`src/rtl/trigger_block_requester_pkg.sv`:
```
// Shared types and helpers for the trigger block requester.
package trigger_block_requester_pkg;

    // T1_offset keeps its fixed width regardless of the block address width
    localparam int T1_OFFSET_BITS = 9;
    localparam int DROP_BITS      = 8;

    typedef enum logic [1:0] {
        ST_IDLE,
        ST_LOAD,
        ST_ISSUE
    } state_t;

    // Increment that sticks at all-ones
    function automatic logic [DROP_BITS-1:0] sat_inc(input logic [DROP_BITS-1:0] v);
        return (&v) ? v : v + 1'b1;
    endfunction

endpackage

```
`src/rtl/trig_job_fifo.sv`:
```
// Synchronous show-ahead FIFO holding queued readout jobs.
// A push while full is still accepted when a pop happens in the same cycle.
module trig_job_fifo #(
    parameter int WIDTH = 17,
    parameter int DEPTH = 16
) (
    input  logic             clk_i,
    input  logic             rst_n_i,
    input  logic             push_i,
    input  logic [WIDTH-1:0] din_i,
    input  logic             pop_i,
    output logic [WIDTH-1:0] dout_o,
    output logic             full_o,
    output logic             empty_o
);

    localparam int AW = $clog2(DEPTH);

    logic [WIDTH-1:0] mem [DEPTH];
    logic [AW:0]      wr_ptr;
    logic [AW:0]      rd_ptr;
    logic             do_pop;
    logic             do_push;

    assign empty_o = (wr_ptr == rd_ptr);
    assign full_o  = (wr_ptr[AW] != rd_ptr[AW]) && (wr_ptr[AW-1:0] == rd_ptr[AW-1:0]);
    assign do_pop  = pop_i && !empty_o;
    assign do_push = push_i && (!full_o || do_pop);
    assign dout_o  = mem[rd_ptr[AW-1:0]];

    // Storage array; no reset needed, validity is tracked by the pointers
    always_ff @(posedge clk_i) begin
        if (do_push) mem[wr_ptr[AW-1:0]] <= din_i;
    end

    // Pointer update; extra MSB distinguishes full from empty
    always_ff @(posedge clk_i or negedge rst_n_i) begin
        if (!rst_n_i) begin
            wr_ptr <= '0;
            rd_ptr <= '0;
        end else begin
            if (do_push) wr_ptr <= wr_ptr + 1'b1;
            if (do_pop)  rd_ptr <= rd_ptr + 1'b1;
        end
    end

endmodule

```
`src/rtl/trigger_block_requester.sv`:
```
// Turns each T1 rising edge into a readout job (start block, length, L4 flags),
// queues jobs and issues them one block at a time over a valid/ready interface.
module trigger_block_requester
    import trigger_block_requester_pkg::*;
#(
    parameter int NUM_L4     = 4,
    parameter int BLOCK_BITS = 9,
    parameter int LEN_BITS   = 4,
    parameter int FIFO_DEPTH = 16
) (
    input  logic                      clk_i,
    input  logic                      rst_n_i,
    input  logic                      T1_i,
    input  logic [T1_OFFSET_BITS-1:0] T1_offset_i,
    input  logic [NUM_L4-1:0]         l4_new_i,
    input  logic [BLOCK_BITS-1:0]     wr_block_i,
    input  logic [LEN_BITS-1:0]       readout_len_i,
    output logic                      req_valid_o,
    output logic [BLOCK_BITS-1:0]     req_block_o,
    output logic                      req_first_o,
    output logic                      req_last_o,
    output logic [NUM_L4-1:0]         req_l4new_o,
    input  logic                      req_ready_i,
    output logic                      busy_o,
    output logic                      overflow_o,
    output logic [DROP_BITS-1:0]      dropped_o
);

    localparam int JW = BLOCK_BITS + LEN_BITS + NUM_L4;

    logic                  t1_q;
    logic                  cap_vld;
    logic [JW-1:0]         cap_job;
    logic [BLOCK_BITS-1:0] start_w;
    logic [LEN_BITS-1:0]   len_w;

    logic                  fifo_full;
    logic                  fifo_empty;
    logic [JW-1:0]         fifo_dout;
    logic                  pop;

    state_t                state;
    logic [BLOCK_BITS-1:0] job_blk;
    logic [LEN_BITS-1:0]   job_len;
    logic [NUM_L4-1:0]     job_l4;
    logic [LEN_BITS-1:0]   cnt;

    // Start block wraps naturally in the block address space
    assign start_w = wr_block_i - BLOCK_BITS'(T1_offset_i);
    assign len_w   = (readout_len_i == '0) ? LEN_BITS'(1) : readout_len_i;

    // Edge detect and job capture; the job is pushed on the following clock
    always_ff @(posedge clk_i or negedge rst_n_i) begin
        if (!rst_n_i) begin
            t1_q    <= 1'b0;
            cap_vld <= 1'b0;
            cap_job <= '0;
        end else begin
            t1_q    <= T1_i;
            cap_vld <= T1_i && !t1_q;
            if (T1_i && !t1_q) cap_job <= {start_w, len_w, l4_new_i};
        end
    end

    trig_job_fifo #(
        .WIDTH (JW),
        .DEPTH (FIFO_DEPTH)
    ) u_fifo (
        .clk_i   (clk_i),
        .rst_n_i (rst_n_i),
        .push_i  (cap_vld),
        .din_i   (cap_job),
        .pop_i   (pop),
        .dout_o  (fifo_dout),
        .full_o  (fifo_full),
        .empty_o (fifo_empty)
    );

    // Pop when idle, or when the last block of the current job is accepted
    always_comb begin
        pop = 1'b0;
        case (state)
            ST_IDLE:  pop = !fifo_empty;
            ST_ISSUE: pop = req_ready_i && (cnt == '0) && !fifo_empty;
            default:  pop = 1'b0;
        endcase
    end

    // Sticky overflow flag and saturating drop counter
    always_ff @(posedge clk_i or negedge rst_n_i) begin
        if (!rst_n_i) begin
            overflow_o <= 1'b0;
            dropped_o  <= '0;
        end else if (cap_vld && fifo_full && !pop) begin
            overflow_o <= 1'b1;
            dropped_o  <= sat_inc(dropped_o);
        end
    end

    // Issue FSM: outputs are registered and only move on an accepted beat
    always_ff @(posedge clk_i or negedge rst_n_i) begin
        if (!rst_n_i) begin
            state       <= ST_IDLE;
            job_blk     <= '0;
            job_len     <= '0;
            job_l4      <= '0;
            cnt         <= '0;
            req_valid_o <= 1'b0;
            req_block_o <= '0;
            req_first_o <= 1'b0;
            req_last_o  <= 1'b0;
            req_l4new_o <= '0;
        end else begin
            case (state)
                ST_IDLE: begin
                    if (pop) begin
                        {job_blk, job_len, job_l4} <= fifo_dout;
                        state <= ST_LOAD;
                    end
                end
                ST_LOAD: begin
                    req_valid_o <= 1'b1;
                    req_block_o <= job_blk;
                    req_first_o <= 1'b1;
                    req_last_o  <= (job_len == LEN_BITS'(1));
                    req_l4new_o <= job_l4;
                    cnt         <= job_len - 1'b1;
                    state       <= ST_ISSUE;
                end
                ST_ISSUE: begin
                    if (req_ready_i) begin
                        req_first_o <= 1'b0;
                        req_l4new_o <= '0;
                        if (cnt == '0) begin
                            req_valid_o <= 1'b0;
                            req_last_o  <= 1'b0;
                            if (pop) begin
                                {job_blk, job_len, job_l4} <= fifo_dout;
                                state <= ST_LOAD;
                            end else begin
                                state <= ST_IDLE;
                            end
                        end else begin
                            req_block_o <= req_block_o + 1'b1;
                            cnt         <= cnt - 1'b1;
                            req_last_o  <= (cnt == LEN_BITS'(1));
                        end
                    end
                end
                default: state <= ST_IDLE;
            endcase
        end
    end

    assign busy_o = (state != ST_IDLE) || !fifo_empty;

endmodule

```
`config.mk`:
```
export PLATFORM = sky130hd
export DESIGN_NAME = trigger_block_requester
export DESIGN_NICKNAME = d
export VERILOG_FILES = /design/src/rtl/trigger_block_requester_pkg.sv /design/src/rtl/trig_job_fifo.sv /design/src/rtl/trigger_block_requester.sv
export SDC_FILE = /design/constraint.sdc
export NUM_CORES = 1
export LEC_CHECK = 0
export CAP_MARGIN = 20
export CORE_MARGIN = 2
export CORE_UTILIZATION = 40
export DETAILED_ROUTE_END_ITERATION = 7
export SYNTH_ARGS = -nofsm -noshare
export SYNTH_HDL_FRONTEND = slang
export SYNTH_HIERARCHICAL = 1
export SYNTH_SLANG_ARGS = --single-unit
```
`constraint.sdc`:
```
create_clock -name clk_i -period 4.53 [get_ports clk_i]
set_clock_uncertainty 0.05 [all_clocks]
set_input_delay 0.906 -clock clk_i [delete_from_list [all_inputs] [get_ports clk_i]]
set_output_delay 0.906 -clock clk_i [all_outputs]
set_load 0.03 [all_outputs]
```
-- Word level (Yosys, flattened, before mapping)
Memory sizes are Yosys's and may differ from the RTL's.
Index checks and enable logic that the tools add are counted.
Widths: inputs -> output; s select.
- word-level logic and storage cells: 101
- output and inout port bits: 26
- memories kept: 1
- bits in registers: 77
- bits in writable memories: 272
- input bits: 30
- bitwise operators: 1
- equal/unequal tests: 11
- muxes and demuxes: 37
- reductions and logical operators: 27
- add/sub/neg operators: 7
- memory list (name ; depth ; width ; rd ports ; clocked after memory_dff ; write ports ; RTL line ; text):
    u_fifo.mem ; 16 ; 17 ; 1 ; 0 ; 1 ; trig_job_fifo.sv:19 ; logic [WIDTH-1:0] mem [DEPTH];
- operator list (cell ; count):
    $mux 9 ; 5
    $mux 4 ; 10
    $pmux 9 s2 ; 2
    $pmux 4 s2 ; 4
    $reduce_and 3->1 ; 4
    $add 5x1->5 const B ; 2
    $add 9x1->9 const B ; 1
    $sub 9x9->9 ; 1
    $add 8x1->8 const B ; 1
    $eq 4x1->1 const B ; 2
    $logic_and 1x1->1 ; 8
    $logic_not 4->1 ; 2
    $mux 1 ; 8
    $ne 2x2->1 const B ; 4
    $pmux 1 s2 ; 4
    $reduce_and 8->1 ; 1
    $sub 4x1->4 const B ; 2
    $mux 2 ; 3
    $pmux 2 s3 ; 1
    $reduce_bool 2->1 ; 3
    $eq 5x5->1 ; 1
    $eq 4x4->1 ; 1
    $logic_not 1->1 ; 4
    $reduce_and 2->1 ; 2
    other kinds (6) ; 7

-- Depth between registers and ports, before layout
Gate-level depths: netlist of run 1.
- word-level depth: 9
- mapped depth: 11
- mapped depth without buffers: 9

-- Modules after synthesis
Netlist of run 1, hierarchy kept.
- by module, submodules not included (module ; cells an instance ; sequential area each (sq um) ; instances ; area an instance (sq um)):
    trig_job_fifo ; 491 ; 8418.1 ; 1 ; 10969.3
    trigger_block_requester ; 343 ; 1676.6 ; 1 ; 3387.0

-- Worst setup path after synthesis of run 1
No wires, ideal clock.
- kind: input -> register
- from: input port req_ready_i
- to: memory u_fifo.mem[11][0], enable pin
- stages: 6
- data arrival time: 3067 ps
- buffers on the path: 1
- library setup time: 416 ps
- path slack: 997 ps
- data required time: 4064 ps
- cell sequence: nor4bb_4 -> nor2_2 -> nor3_2 -> buf_6 -> o311ai_4 -> nor3b_1
- longest elaborated chain between the ends: 8
- ends and longest elaborated chain (element ; RTL line ; text):
    start, declared ; trigger_block_requester.sv:23 ; input logic req_ready_i,
    $logic_and 1x1->1 (2 in a row) ; trigger_block_requester.sv:84 ; ST_ISSUE: pop = req_ready_i && (cnt == '0) && !fifo_empty;
    $pmux 1 s2 ; trigger_block_requester.sv:82 ; case (state)
    net pop ; trigger_block_requester.sv:40 ; logic pop;
    $logic_and 1x1->1 ; trig_job_fifo.sv:27 ; assign do_pop = pop_i && !empty_o;
    $logic_or 1x1->1 ; trig_job_fifo.sv:28 ; assign do_push = push_i && (!full_o || do_pop);
    $logic_and 1x1->1 ; trig_job_fifo.sv:28 ;
    $mux 1 ; trig_job_fifo.sv:33 ; if (do_push) mem[wr_ptr[AW-1:0]] <= din_i;
    $mux 1 (not written as such) ; trig_job_fifo.sv:33 ;
    end, declared ; trig_job_fifo.sv:19 ;
The timed path passes the listed nets, and every way through them passes these cells.

-- Final worst setup path of run 1
- from: register u_fifo.rd_ptr[1]
- to: output port busy_o
- longest elaborated chain between the ends: 3
- ends and longest elaborated chain (element ; RTL line ; text):
    start, declared ; trig_job_fifo.sv:21 ; logic [AW:0] rd_ptr;
    start signal, assigned ; trig_job_fifo.sv:43 ; if (do_pop) rd_ptr <= rd_ptr + 1'b1;
    $eq 5x5->1 ; trig_job_fifo.sv:25 ; assign empty_o = (wr_ptr == rd_ptr);
    net fifo_empty ; trigger_block_requester.sv:38 ; logic fifo_empty;
    $logic_not 1->1 ; trigger_block_requester.sv:155 ; assign busy_o = (state != ST_IDLE) || !fifo_empty;
    $logic_or 1x1->1 ; trigger_block_requester.sv:155 ;
    end, declared ; trigger_block_requester.sv:24 ; output logic busy_o,
The timed path passes the listed nets, and every way through them passes these cells.

==> results of run 1 <==
## cells in the mapped netlist (2+ instances only)
master | instances | area, µm²
nand2b_1 | 8 | 50.1
clkbuf_1 | 19 | 71.3
mux2_2 | 15 | 169
nor2_1 | 17 | 63.8
mux4_2 | 68 | 1530
edfxtp_1 | 272 | 8170
a22oi_1 | 34 | 255
o22ai_1 | 9 | 56.3
ha_1 | 20 | 250
nor3_1 | 9 | 45.0
mux2_1 | 2 | 22.5
or2_2 | 2 | 12.5
o21ai_0 | 25 | 125
nor3b_1 | 2 | 15.0
buf_2 | 4 | 20.0
and2_1 | 2 | 12.5
xnor2_2 | 5 | 81.3
nand3_1 | 19 | 95.1
and3_1 | 15 | 93.8
a31oi_1 | 3 | 18.8
buf_6 | 10 | 113
xor2_1 | 10 | 87.6
a21o_1 | 2 | 15.0
a21oi_1 | 33 | 165
buf_4 | 7 | 52.6
xnor2_1 | 14 | 123
nand2_1 | 75 | 282
o31ai_4 | 2 | 42.5
dfrtp_1 | 77 | 1930
nor2b_1 | 7 | 43.8
inv_1 | 22 | 82.6
## registers in the layout, summed over array words and instances (netlist names)
name / cells
u_fifo/mem: 272
cap_job: 17
job_blk: 9
req_block_o: 9
dropped_o: 8
u_fifo/rd_ptr: 5
u_fifo/wr_ptr: 5
cnt: 4
job_l4: 4
job_len: 4
req_l4new_o: 4
state: 2
cap_vld: 1
overflow_o: 1
req_first_o: 1
req_last_o: 1
req_valid_o: 1
t1_q: 1
## worst register-to-register path, stage by stage (launching register included)
cell,delay [ps]
dfrtp_2,690
xnor2_2,200
nand4_4,170
or2_4,290
inv_1,170
nor3_4,70
buf_4,260
o311ai_4,540
nor2b_2,80
buf_4,230
## stage by stage
stage	hold WS [ps]	power, mW	cells	area (µm²)
after floorplan	425	6.71	834	14400
after global placement	405	7.54	1331	15400
after detailed placement	412	7.59	1331	15400
after CTS	425	10.7	1398	16700
after global routing	451	11.1	1398	16700
final	410	10.5	1398	16700
## final timing paths
path                                   from                 to  slack [ps]  cells after the start
setup / recovery           u_fifo/rd_ptr[1]             busy_o         880                      6
hold / removal                      rst_n_i     req_block_o[0]         410                      1
setup reg to reg           u_fifo/rd_ptr[1]  u_fifo/mem[7][11]        1500                      9
hold reg to reg                  overflow_o         overflow_o         420                      1
max in group asynchronous           rst_n_i        cap_job[16]        3200                      2
min in group clk_i               overflow_o         overflow_o         420                      1
## report_power, final
part	internal (mW)	switching, mW	total (mW)
sequential	3.95	0.477	4.43
combinational	1.41	1.64	3.05
clock	1.90	1.17	3.07
total	7.27	3.28	10.5
## logic make-up (layout without fill, tap and decap cells)
logic type | count (synthesis) | in the layout | share of synthesized area (%)
buf+inv | 64 | 167 | 2.41
fa+ha+maj | 21 | 21 | 1.88
xor+xnor | 29 | 29 | 2.03
flops | 349 | 349 | 70.3
mux | 86 | 86 | 12.1
simple gates | 166 | 166 | 5.76
compound gates | 119 | 119 | 5.53
## layer usage
metal / wire length [µm] / GRT usage (%)
met4: 508 / 3.65
met2: 12600 / 23.0
met3: 1430 / 2.27
met5: 0 / 0
met1: 12900 / 22.1
## final cells by class
class / count / area, µm² / share of cell area, %
Inverter: 23 / 86.3 / 0.518
Timing Repair Buffer: 77 / 726 / 4.35
Clock inverter: 14 / 164 / 0.983
Tap cell: 461 / 577 / 3.46
Multi-Input combinational cell: 421 / 3940 / 23.6
Clock buffer: 53 / 1090 / 6.54
Sequential cell: 349 / 10100 / 60.6
==> flow_summary.toml, run 1 <==
[synth]
ys_ff_latch = 349
synth_edf_count = 272
postSynth.asyncResetShare_pct = 22.1
yosysWarnings = 6
syn_area_per_cell_um2 = 17.2
synth_cell_types = 56
yosysSeqAreaShare_pct = 70.3
synth_cells = 834
synth_flop_cell = "edfxtp_1"
synth_nets = 885
netlist_area_um2 = 14400

[layout]
fin_util_pct = 47.0
final_cell_mix = "edfxtp_1 (272), nand2_1 (75), dfrtp_1 (75)"
nFillCells = 3001
nets = 961
antenna_cells = 0
areaGrowthSynthToFinish_pct = 16.2
drive_gt1_share_pct = 19.4
layout_commonest_cell = "edfxtp_1"

[die]
coreArea_um2 = 35500
rows = 69
pin_count = 56
die_w_um = 193
die_y_um = 193
start_util_pct = 40.5
die-area_um2 = 37400

[drt]
drcViolationCount = 0
routed_wirelength_um = 27500
drt_first_pass_iters = 7
vias_per_cell = 5.31
routedWlPerCell_um = 19.6
dr_total_vias = 7420
drt_first_iter_violations = 545
ant_nets = 0

[timing]
hold_viol_final = 0
fmax_mhz = 274
rsz0062_at_grt = "false"
slew_viol_final = 0
slew_headroom_pct = 37.8
finalSetupTns_ps = 0
setup_viol_count_final = 0
timing.final.ws_setup_ps = 878
finalCriticalPeriod_ps = 3650
period_share_pct = 80.6
tightestPinTransition_ps = 934

[clocking]
cts_root_buffer = "clkbuf_16"
cts_made_buffers = 38
cts_resized = 0
cts_buffer_depth = 3
cts_setup_buffers = 0
htreeDepth = 2
cts_hold_buf = 0
cts_tree = "done"
clk_pin_slew_ps = 60
insertion_delay_ps = 510
cts.sinks = 349

[worst_setup_path]
cp_data_arrival_time_ps = 2700
cp_top_family = "buffers and inverters"
slowest_stage = "dfrtp_2"
cp_cell_sequence = "xnor2_2, nand4_4, or2_4, inv_1, nand2_1, clkdlybuf4s50_1"
worstPathMaxFanout = 20
slowest_delay_ps = 690
critPathCaptureType = "output port"
critPathKind = "reg -> out"
cp_num_buf_inv = 2
cp_data_required_time_ps = 3570
critPathLaunchType = "flop"

[run_status]
status = "finished, final reports clean"

[placed_design]
gp_congestion = 0.749
portBuffers = 55
hpwlAfterDp_um = 17500
preCtsSetupSlack_ps = 959

[run]
drv_cap = 0

[global_route]
first_global_vias = 7567
grt_pass1_wl_um = 43300
grt_max_degree = 72
track_usage_pct = 14.8
antenna_found_initial = 0
grt_overflow_total = 0

[pwr]
worst_ir_drop_vdd_v = 0.000434
p_leak_nw = 5.90
p_per_area_nw_per_um2 = 632

[min_path]
hp-class = "in -> async"
Power figures use the tool's default switching activity.
==> run 2, diff against run 1 <==
Clock period 4.53 ns to 3.3 ns, I/O delays scaled along.
==> run 2 against run 1 <==
Count of clock-buffer cells in the layout decreased by 11. Largest cell class unchanged. Highest routed layer unchanged. Setup slack got worse by 450 ps. Largest power group unchanged. Global-route usage increased by 2.1 points. Flip-flop and latch count unchanged. Critical endpoint unchanged. Clock power increased by 31%.
==> flow_summary.toml, run 2 (synthesis gave the netlist of run 1 again) <==
[global_route]
grt_overflow_total = 0
grt_max_degree = 72
first_global_vias = 7680
track_usage_pct = 16.9
antenna_found_initial = 0
grt_pass1_wl_um = 47700

[die]
die_y_um = 193
coreArea_um2 = 35500
die-area_um2 = 37400
die_w_um = 193
pin_count = 56
start_util_pct = 40.5
rows = 69

[placed_design]
gp_congestion = 0.772
place_inst = 1345
place_area_um2 = 15600
hpwlAfterDp_um = 20300
portBuffers = 55

[layout]
final_cell_mix = "edfxtp_1 (272), nand2_1 (75), dfrtp_1 (75)"
largest_reg_flops = 272
fin_util_pct = 47.4
drive_gt1_share_pct = 21.3
postLayoutCellArea_um2 = 16800
layout_commonest_cell = "edfxtp_1"
antenna_cells = 0
nFillCells = 3037
nets = 974
multi_input_area_um2 = 3940
finalNonFillerCells = 1412
ff_latch_area_um2 = 10100
areaGrowthSynthToFinish_pct = 17.1

[run_status]
status = "finished, final reports clean"

[clocking]
cts_setup_buffers = 0
cts_buffer_depth = 3
clk_pin_slew_ps = 60
cts_root_buffer = "clkbuf_16"
htreeDepth = 2
cts_tree = "done"
insertion_delay_ps = 520
cts_made_buffers = 37
cts.sinks = 349
cts_hold_buf = 0

[drt]
ant_nets = 0
routedWlPerCell_um = 22.3
vias_per_cell = 5.41
drt_first_pass_iters = 5
drt_first_iter_violations = 544
drcViolationCount = 0
routed_wirelength_um = 31400
dr_total_vias = 7634

[timing]
fmax_mhz = 348
finalSetupTns_ps = 0
slew_viol_final = 0
period_share_pct = 87.1
rsz0062_at_grt = "false"
slew_headroom_pct = 44.4
hold_viol_final = 0
finalCriticalPeriod_ps = 2870
setup_viol_count_final = 0
tightestPinTransition_ps = 833

[worst_setup_path]
worstPathMaxFanout = 5
cp_data_arrival_time_ps = 2160
r2r_start = "cnt[0]"
r2r_cells = 8
critPathLaunch = "u_fifo/rd_ptr[0]"
critPathKind = "reg -> out"
reg2reg_to = "u_fifo/mem[2][1]"
critPathLaunchType = "flop"
r2r_slack_ps = 670
critPathCaptureType = "output port"
cp_data_required_time_ps = 2590

[run]
drv_cap = 0

[pwr]
worst_ir_drop_vdd_v = 0.000694
p_leak_nw = 5.97
p_clk_share_pct = 27.5
p_sw_mw = 4.79
seq_power_share_pct = 41.3
fin_total_pwr_mw = 14.6
p_int_mw = 9.79
switching_share_pct = 32.9
p_per_area_nw_per_um2 = 867
power_frac_comb_pct = 31.2

[min_path]
hp-class = "in -> async"
-- run 2: cell types whose count changed in the layout (fill, tap and decap cells not counted), sizes merged --
cell,previous run,this run
clkinv,10,19
clkbuf,53,42
bufinv,4,2
buf,23,37
clkinvlp,1,3
dlymetal6s2s,0,1
inv,22,24
clkdlybuf4s50,54,53
-- run 2: worst max-delay path by stage --
stage / end / slack [ps]
after floorplan: u_fifo/mem[3][0] / 50
after global placement: u_fifo/mem[2][1] / 320
after detailed placement: u_fifo/mem[2][16] / 310
after CTS: busy_o / 8
after global routing: busy_o / 320
final: busy_o / 430
-- run 2: through the flow --
stage	hold WS, ps	worst slack (ps)
floorplan	314	45.9
global placement	408	319
detailed placement	410	314
CTS	104	7.83
global route	142	320
finish	90.9	426
-- run 2: worst max-delay path: stages, from the launching register on --
cell and delay (ps):
dfrtp_4 500, xnor2_2 200, nand4_4 160, or2_4 290, inv_1 160, nand2_1 70, dlymetal6s2s_1 250
-- run 2: what timing repair did --
action,in CTS,in global routing
gates resized for setup,0,1
setup endpoints to repair,0,1
hold endpoints to repair,0,0
-- run 2: routing by layer --
layer,part of all wire (%),routed length (µm),vias up,global-route usage (%)
li1,-,-,3431,-
met1,43,13600,3892,23.5
met2,48,15000,261,27.3
met3,6.2,1940,50,2.98
met4,2.6,825,0,5.29
met5,0,0,-,0
-- run 2: power groups by stage --
stage	Clock, mW	Sequential [mW]	Combinational, mW
3_3_place_gp	0	6.11	4.55
2_1_floorplan	0	6.02	3.19
6_report	4.01	6.02	4.54
5_1_grt	4.27	6.11	4.93
3_5_place_dp	0	6.13	4.57
4_1_cts	4.10	6.05	4.60
-- run 2: final cells by class --
class                           instances  share of cell area, %
Sequential cell                       349                   60.1
Timing Repair Buffer                   91                   5.55
Inverter                               23                  0.513
Clock buffer                           42                   5.93
Tap cell                              461                   3.43
Multi-Input combinational cell        421                   23.4
Clock inverter                         25                   1.09
==> run 3, diff against run 2 <==
Settings changed: CORE_UTILIZATION 40 to 55, PLACE_DENSITY set to 0.73, SLEW_MARGIN set to 20.
Clock period 3.3 ns to 3.1 ns, I/O delays scaled along.
==> run 3 against run 2 <==
Setup slack lost 300 ps. Combinational power grew 5.5%. Largest cell class unchanged. Critical path depth is the same. Count of clock-buffer cells in the layout grew 7. Wire length shrank 5.9%.
==> flow_summary.toml, run 3 (synthesis gave the netlist of run 1 again) <==
[clocking]
cts_setup_buffers = 0
cts_tree = "done"
cts_made_buffers = 36
cts.sinks = 349
cts_buffer_depth = 3
insertion_delay_ps = 510
htreeDepth = 2
cts_root_buffer = "clkbuf_16"
clk_pin_slew_ps = 60

[timing]
rsz0062_at_grt = "false"
finalSetupTns_ps = 0
finalCriticalPeriod_ps = 2970
slew_headroom_pct = 45.6
fmax_mhz = 337
hold_viol_final = 0
setup_viol_count_final = 0
tightestPinTransition_ps = 815
timing.final.ws_setup_ps = 129
period_share_pct = 95.8
slew_viol_final = 0

[min_path]
hp-class = "in -> async"

[global_route]
antenna_found_initial = 1
first_global_vias = 7695
track_usage_pct = 22.9
grt_max_degree = 72
grt_pass1_wl_um = 45600
grt_overflow_total = 0

[drt]
drt_first_pass_iters = 5
ant_nets = 0
dr_total_vias = 7644
routed_wirelength_um = 29600
vias_per_cell = 5.95
drt_first_iter_violations = 781
routedWlPerCell_um = 23.0
drcViolationCount = 0

[worst_setup_path]
worstPathMaxFanout = 5
critPathKind = "reg -> out"
cp_data_arrival_time_ps = 2300
critPathLaunchType = "flop"
cp_data_required_time_ps = 2430
critPathCaptureType = "output port"

[layout]
final_cell_mix = "edfxtp_1 (272), nand2_1 (75), dfrtp_1 (75)"
nets = 974
nFillCells = 1764
areaGrowthSynthToFinish_pct = 16.3
largest_reg_flops = 272
antenna_cells = 0
layout_commonest_cell = "edfxtp_1"
drive_gt1_share_pct = 21.0

[die]
start_util_pct = 55.6
die-area_um2 = 27400
coreArea_um2 = 25800
die_w_um = 166
pin_count = 56
rows = 59
die_y_um = 166

[placed_design]
portBuffers = 55
gp_congestion = 0.775
hpwlAfterDp_um = 19000
preCtsSetupSlack_ps = 156

[run_status]
status = "finished, final reports clean"

[run]
drv_cap = 0

[pwr]
fin_total_pwr_mw = 15.3
p_per_area_nw_per_um2 = 919
worst_ir_drop_vdd_v = 0.000614
p_leak_nw = 5.97
## run 3: changes by cell type in the layout (fill, tap and decap cells not counted), sizes merged
cell | previous run | this run
dlymetal6s2s | 1 | 0
inv | 24 | 22
clkinv | 19 | 12
clkbuf | 42 | 49
clkinvlp | 3 | 2
dlygate4sd2 | 0 | 1
buf | 37 | 38
## run 3: final timing paths
path                             startpoint               end  slack, ps  cells after the start
max                        u_fifo/rd_ptr[0]            busy_o        130                      6
min                                 rst_n_i    req_block_o[0]         80                      1
max reg2reg                          cnt[0]  u_fifo/mem[2][3]        480                      8
min reg2reg                      overflow_o        overflow_o        420                      1
max in group asynchronous           rst_n_i            cnt[0]       2220                      2
min in group clk_i               overflow_o        overflow_o        420                      1
## run 3: through the flow
stage	instance area, µm²	util (%)	hold slack, ps	std cells
2_1_floorplan	14400	-	274	834
3_3_place_gp	15600	60.2	402	1220
3_5_place_dp	15600	60.2	411	1220
4_1_cts	16700	64.6	126	1284
5_1_grt	16700	64.6	135	1284
6_report	16700	64.6	82.2	1284
## run 3: power by group
group	internal (mW)	leakage, nW	switching [mW]
clock network	2.47	0.560	1.68
logic	2.18	2.01	2.61
registers	5.78	3.40	0.630
total	10.4	5.97	4.92
## run 3: area by class of cell
type	count	area [µm²]	area share, %
inverter	23	86.3	0.517
clock buffer	49	1020	6.11
sequential	349	10100	60.5
multi-input combinational	421	3940	23.6
tap	335	419	2.51
clock inverter	15	124	0.742
timing repair buffer	92	1010	6.06
## run 3: layer usage
layer,vias up,share of wire (%),global-route usage (%)
met2,288,50,37.6
li1,3428,-,-
met5,-,0,0
met3,51,5.6,3.10
met4,0,2.6,7.21
met1,3877,42,32.2
## run 3: worst max-delay path, cell delays in order (launching register included)
cell and delay (ps):
dfrtp_4 500, xnor2_2 200, nand4_4 160, or2_4 300, inv_1 170, nand2_1 100
dlygate4sd2_1 370
## run 3: timing repair
item,in CTS,in global routing
hold buffers,0,0
resized for setup,1,0
endpoints found under the setup margin,1,0
